File: src/rtl/fx_mac_vec.sv
// Signed Q-format vector MAC: rounded/saturated products, symmetric-saturating accumulate, one result per in_last.
// Latency: pair sampled at edge k is accumulated at edge k+3; out_valid pulses in the following cycle.
// Backpressure: none; every in_valid beat is accepted, one term per clock.
module fx_mac_vec #(
    parameter int W     = 16,
    parameter int FRAC  = 8,
    parameter int CNT_W = 8
) (
    input  logic             clk,
    input  logic             rst,
    input  logic             clr,
    input  logic             in_valid,
    input  logic             in_last,
    input  logic [W-1:0]     a,
    input  logic [W-1:0]     b,
    output logic             out_valid,
    output logic [W-1:0]     out_data,
    output logic             out_sat,
    output logic [CNT_W-1:0] out_cnt
);

    typedef struct packed {
        logic vld;
        logic last;
    } tag_t;

    // Symmetric bounds: the most negative code is never produced.
    localparam logic signed [2*W-1:0] PMAX = {{(W+1){1'b0}}, {(W-1){1'b1}}};
    localparam logic signed [2*W-1:0] PMIN = -PMAX;
    localparam logic signed [2*W-1:0] RND  = {{(2*W-1){1'b0}}, 1'b1} << (FRAC-1);
    localparam logic signed [W:0]     AMAX = {2'b00, {(W-1){1'b1}}};
    localparam logic signed [W:0]     AMIN = -AMAX;

    tag_t                    s1_tag, s2_tag, s3_tag;
    logic [W-1:0]            s1_a, s1_b;
    logic [2*W-1:0]          a_ext, b_ext;
    logic signed [2*W-1:0]   s2_prod;
    logic signed [2*W-1:0]   rnd_sum, shifted;
    logic [W-1:0]            p_nx, s3_p;
    logic                    psat_nx, s3_psat;
    logic [W-1:0]            acc, acc_nx;
    logic signed [W:0]       acc_sum;
    logic                    asat_nx;
    logic                    sat_r, sat_nx;
    logic [CNT_W-1:0]        cnt_r, cnt_nx;

    // S1: operand capture; clr never kills this stage so a same-cycle pair starts the new vector.
    always_ff @(posedge clk or negedge rst) begin
        if (!rst) begin
            s1_tag <= '0;
            s1_a   <= '0;
            s1_b   <= '0;
        end else begin
            s1_tag <= '{vld: in_valid, last: in_last};
            if (in_valid) begin
                s1_a <= a;
                s1_b <= b;
            end
        end
    end

    assign a_ext = {{W{s1_a[W-1]}}, s1_a};
    assign b_ext = {{W{s1_b[W-1]}}, s1_b};

    // S2: full-width signed product (low 2W bits of the sign-extended multiply).
    always_ff @(posedge clk or negedge rst) begin
        if (!rst) begin
            s2_tag  <= '0;
            s2_prod <= '0;
        end else begin
            s2_tag  <= clr ? tag_t'('0) : s1_tag;
            s2_prod <= a_ext * b_ext;
        end
    end

    assign rnd_sum = s2_prod + RND;
    assign shifted = rnd_sum >>> FRAC;

    always_comb begin
        p_nx    = shifted[W-1:0];
        psat_nx = 1'b0;
        if (shifted > PMAX) begin
            p_nx    = PMAX[W-1:0];
            psat_nx = 1'b1;
        end else if (shifted < PMIN) begin
            p_nx    = PMIN[W-1:0];
            psat_nx = 1'b1;
        end
    end

    // S3: rounded and clamped product.
    always_ff @(posedge clk or negedge rst) begin
        if (!rst) begin
            s3_tag  <= '0;
            s3_p    <= '0;
            s3_psat <= 1'b0;
        end else begin
            s3_tag  <= clr ? tag_t'('0) : s2_tag;
            s3_p    <= p_nx;
            s3_psat <= psat_nx;
        end
    end

    assign acc_sum = $signed({acc[W-1], acc}) + $signed({s3_p[W-1], s3_p});

    always_comb begin
        acc_nx  = acc_sum[W-1:0];
        asat_nx = 1'b0;
        if (acc_sum > AMAX) begin
            acc_nx  = AMAX[W-1:0];
            asat_nx = 1'b1;
        end else if (acc_sum < AMIN) begin
            acc_nx  = AMIN[W-1:0];
            asat_nx = 1'b1;
        end
    end

    assign sat_nx = sat_r | s3_psat | asat_nx;
    assign cnt_nx = (&cnt_r) ? cnt_r : cnt_r + 1'b1;

    // S4: accumulate; a last term publishes the updated state and restarts the vector in the same edge.
    always_ff @(posedge clk or negedge rst) begin
        if (!rst) begin
            acc       <= '0;
            sat_r     <= 1'b0;
            cnt_r     <= '0;
            out_valid <= 1'b0;
            out_data  <= '0;
            out_sat   <= 1'b0;
            out_cnt   <= '0;
        end else begin
            out_valid <= 1'b0;
            if (clr) begin
                acc   <= '0;
                sat_r <= 1'b0;
                cnt_r <= '0;
            end else if (s3_tag.vld) begin
                if (s3_tag.last) begin
                    out_valid <= 1'b1;
                    out_data  <= acc_nx;
                    out_sat   <= sat_nx;
                    out_cnt   <= cnt_nx;
                    acc       <= '0;
                    sat_r     <= 1'b0;
                    cnt_r     <= '0;
                end else begin
                    acc   <= acc_nx;
                    sat_r <= sat_nx;
                    cnt_r <= cnt_nx;
                end
            end
        end
    end

endmodule
File: config.mk
export PLATFORM = sky130hd
export DESIGN_NAME = fx_mac_vec
export DESIGN_NICKNAME = d
export VERILOG_FILES = /design/src/rtl/fx_mac_vec.sv
export SDC_FILE = /design/constraint.sdc
export NUM_CORES = 1
export LEC_CHECK = 0
export CAP_MARGIN = 5
export CORE_ASPECT_RATIO = 0.5
export CORE_MARGIN = 8
export CORE_UTILIZATION = 55
export CTS_BUF_LIST = sky130_fd_sc_hd__clkbuf_8
export DETAILED_ROUTE_END_ITERATION = 10
export MAX_ROUTING_LAYER = met4
export PLACE_DENSITY = 0.76
export SLEW_MARGIN = 5
export SYNTH_ARGS = -nofsm -noshare
export SYNTH_HDL_FRONTEND = slang
export SYNTH_SLANG_ARGS = --single-unit
export TNS_END_PERCENT = 50
File: constraint.sdc
create_clock -name clk -period 6.7 [get_ports clk]
set_input_delay 0.67 -clock clk [delete_from_list [all_inputs] [get_ports clk]]
set_output_delay 0.67 -clock clk [all_outputs]
set_load 0.05 [all_outputs]
# == Word-level counts from Yosys, hierarchy flattened ==
# Index checks and enable logic that the tools add are counted.
# totals
register_bits,138
inputBits,37
elab_cells,55
# op_classes
n_addsub,3
mul,1
order_cmp,4
n_mux,23
n_bitwise,3
reduce_logical,3
# ops
op,count
$mux 16,7
$add 32x9->32 const B,1
$mul 16x16->32,1
$mux 8,4
$gt 24x16->1 const B,1
$lt 24x16->1 const B,1
$add 16x16->17,1
$gt 17x16->1 const B,1
$lt 17x16->1 const B,1
$mux 1,10
$add 8x1->8 const B,1
$reduce_and 8->1,1
$mux 2,2
$reduce_and 3->1,1
$or 1x1->1,2
$reduce_bool 2->1,1
$not 1->1,1

# == Logic depth before layout (Yosys ltp) ==
# depth
ltp_word,8
mapped_depth,24
ltp_nobuf,23

# == Worst setup path after synthesis ==
# No wires, ideal clock.
# synth_path
path_type,register to register
from,register s1_a[15]
to,register s2_prod[30]
setup_ns,0.123
arrival_time_ns,6.086
t_required_ns,6.577
path_slack_ns,0.491
stages_incl_launch_ff,22
n_path_buf,1
period_less_slack_ns,6.209
cell_sequence,dfrtp_1 -> clkbuf_1 -> nand2_1 -> fa_1 -> inv_1 -> fa_1 -> inv_1 -> fa_1 -> inv_1 -> fa_1 -> fa_1 -> inv_1 -> fa_1 -> inv_1 -> ha_1 -> nand2_1 -> or3_1 -> or2_2 -> a31oi_1 -> or3_1 -> a21oi_1 -> xnor2_1
# synth_via
elab_chain_len,1
# synth_lines
item,line_no,source
from (decl),35,"logic [W-1:0] s1_a, s1_b;"
from (signal assigned),51,s1_a <= '0;
from (signal assigned),56,s1_a <= a;
$mul 16x16->32,72,s2_prod <= a_ext * b_ext;
to (signal assigned),72,
to (decl),37,logic signed [2*W-1:0] s2_prod;
# Every way passes these cells.
# A chain may end at the register's enable or synchronous reset.

# == Worst setup path in the final report ==
# layout_path
from,register s1_a[15]
to,register s2_prod[26]
# The elaborated chain is that of the path after synthesis.

==> metrics <==
max cap viols=0; reg2reg end=s2_prod[26]$_DFF_PN0_; CTS root buf=clkbuf_8; Hold Crit Class=input port to asynchronous set/reset pin; Min Clock Period, post-route=6.469 ns; crit path DAT=6.84 ns; EDFF count, synth=0; CP max stage cell=fa_1; number of CTS-inserted buffers=17; fin crit share=96.56%; DRT iter0 DRCs=806; Post-CTS Hold Buffers=0; setup TNS after final layout=0 ns; row count=44; drt first pass iters=6; CP Launch Type=flip-flop; I/O Buffers=62; die area=35100 µm²; Clock Skews=0.01679 ns; Worst Tran Pin Value=0.9435 ns; GP Congestion=0.8873; total grt overflow=0; fmax=154.6 MHz; Util after Layout=60.27%; clk_lat worst skew=0.49 ns; Residual DRC=0; H-tree lvl count=4; CP Buf/Inv Count=4; Post-synth ARST share=100.0%; initial antenna violation count=0; vias per cell=5.392; clock buffer depth=2; Crit. End Element=flip-flop; status=finished, final reports clean; Routed WL=34.59 mm; HPWL after DPL=27.34 mm; R2R setup slack=0.23 ns; crit path max fanout=8; synthesized area per cell=9.769 µm²; Area Growth Syn to Fin=8.588%; count of cell types in the netlist=76; RSZ-0062 raised after global routing=true; net count after synthesis=2032; CP cell instances=and2_1 -> fa_1 -> inv_1 -> fa_1 -> inv_1 -> fa_1 -> fa_1 -> fa_1 -> inv_1 -> fa_1 -> inv_1 -> ha_1 -> nand2_1 -> nor3_1 -> nand4_1 -> or2_1 -> and3_1 -> o31ai_1 -> a21oi_1 -> xnor2_1; most frequent CP cell=fa_1; wire per inst=16.60 µm; Initial Util=55.51%; Ys Warns=0; largest delay contributor family on the critical path=adder cells; Nets=2076; Die H=136.5 µm; Final ANT Viol Nets=0; worst reg2reg path depth=20; WS Path Type=flip-flop to flip-flop; largest net degree at the start of global routing=80; post-synthesis register bit count=131; Ports=63; RR Startpoint=s1_a[15]$_DFFE_PN0P_; first-pass GRT wire length=58.55 mm; worst stage delay on the critical path=0.62 ns; vias post-DR=11231; vias in the first global route=11854; design area=17350 µm²; # fillers=2440; Max Slew Vio Count=0; core area=28790 µm²; Worst-path clk slew=0.09 ns; final setup vio count=0; Seq/Total Area, Yosys=20.51%; Cell Area, Synth=15980 µm²; GRT Overall Usage=21.34%; clock sink count=131; Top FF cell, synth=dfrtp_1; Slew HR=37.10%; share of cells above drive strength 1=8.511%; TritonCTS clock tree=done; hold_ws=0.1463 ns; Syn Inst Count=1636; final hold vios=0; chip width=257.1 µm; post-placement cell area=16950 µm²; Worst Path Required=7.07 ns; Antenna Cells=0
## repair_timing
| item | CTS | global route |
|---|---|---|
| setup buffers | 0 | 4 |
| hold endpoints to repair | 0 | 0 |
| setup endpoints to repair | 0 | 9 |
| resized for setup | 0 | 17 |
## cell usage in the layout, fill, tap and decap left out, drive strengths merged, types with 42 or more instances in the layout
cell type / n
ha: 97
nand2: 179
fa: 262
dfrtp: 131
mux2: 42
inv: 325
a21oi: 45
and2: 120
nor2: 48
clkdlybuf4s50: 60
o21ai: 61
## worst max path at each step
stage	from	end	slack (ns)	cells past startpoint
after detailed placement	s1_b[15]$_DFFE_PN0P_	s2_prod[30]$_DFF_PN0_	0.10	19
after floorplan	s1_a[15]$_DFFE_PN0P_	s2_prod[30]$_DFF_PN0_	0.49	21
after CTS	s1_b[15]$_DFFE_PN0P_	s2_prod[30]$_DFF_PN0_	0.07	19
final	s1_a[15]$_DFFE_PN0P_	s2_prod[26]$_DFF_PN0_	0.23	20
after global routing	s1_a[15]$_DFFE_PN0P_	s2_prod[26]$_DFF_PN0_	-0.08	21
after global placement	s1_b[15]$_DFFE_PN0P_	s2_prod[30]$_DFF_PN0_	0.20	19
## state kept, by name, indices dropped and copies added (netlist names)
register,cells
acc,16
cnt_r,8
out_cnt,8
out_data,16
out_sat,1
out_valid,1
s1_a,16
s1_b,16
s1_tag,2
s2_prod,25
s2_tag,2
s3_p,16
s3_psat,1
s3_tag,2
sat_r,1
## stage by stage
stage	cells	worst slack, ns
after global placement	2048	0.2025
after floorplan	1636	0.4914
after CTS	2079	0.06989
after detailed placement	2048	0.1035
final	2083	0.2305
after global routing	2083	-0.07560
## synthesized netlist by cell type, drive strengths merged (3+ instances only)
| library cell | count | area share (%) |
|---|---|---|
| or2 | 8 | 0.31 |
| a22o | 12 | 0.66 |
| a311oi | 4 | 0.33 |
| xor2 | 25 | 1.4 |
| and3 | 10 | 0.46 |
| a211o | 4 | 0.22 |
| mux2i | 3 | 0.19 |
| or3 | 6 | 0.23 |
| inv | 322 | 7.6 |
| nand3b | 3 | 0.14 |
| nor3 | 16 | 0.50 |
| nand2 | 179 | 4.2 |
| fa | 262 | 33 |
| nor2 | 48 | 1.1 |
| a21oi | 45 | 1.4 |
| or4 | 3 | 0.16 |
| a21o | 11 | 0.52 |
| nand3 | 16 | 0.53 |
| o21ai | 61 | 2.1 |
| maj3 | 12 | 0.75 |
| and4 | 3 | 0.20 |
| nand4 | 13 | 0.60 |
| o21a | 5 | 0.23 |
| clkbuf | 45 | 1.1 |
| or3b | 3 | 0.16 |
| buf | 13 | 0.62 |
| o31ai | 5 | 0.23 |
| nor4 | 5 | 0.20 |
| and2 | 120 | 4.7 |
| o22ai | 3 | 0.12 |
| dfrtp | 131 | 21 |
| o21bai | 3 | 0.14 |
| a211oi | 5 | 0.27 |
| nor2b | 6 | 0.23 |
| ha | 97 | 7.6 |
| mux2 | 42 | 3.0 |
| xnor2 | 39 | 2.2 |
| nand2b | 14 | 0.55 |
| a31oi | 11 | 0.43 |
| nor3b | 3 | 0.14 |
## layer usage
metal  share of wire, %  global-route usage, %  up-vias
met5                  0                      -        -
met4                2.7                  7.726        0
met3                6.6                  4.141       71
met2                 47                  33.60      340
met1                 43                  27.68     5612
li1                   -                      -     5208
## cell families after synthesis
family                   after synthesis  synth area share [%]
AO/OA/AOI/OAI                        187                 7.775
XOR/XNOR                              64                 3.554
adder cells (fa/ha/maj)              371                 41.16
buffers and inverters                380                 9.238
flip-flops                           131                 20.51
multiplexers                          45                 3.147
AND/OR/NAND/NOR                      458                 14.61
## area by class of cell
| class | count | area, µm² | share of cell area [%] |
|---|---|---|---|
| timing repair buffer | 83 | 774.5 | 4.463 |
| clock inverter | 12 | 82.58 | 0.4758 |
| sequential | 131 | 3297 | 19.00 |
| multi-input combinational | 1125 | 11240 | 64.75 |
| inverter | 322 | 1212 | 6.986 |
| tap | 391 | 489.2 | 2.819 |
| clock buffer | 19 | 261.5 | 1.507 |
Power is not shown: default switching activity piles up to over one toggle a cycle in this logic, so the estimate is an artifact.
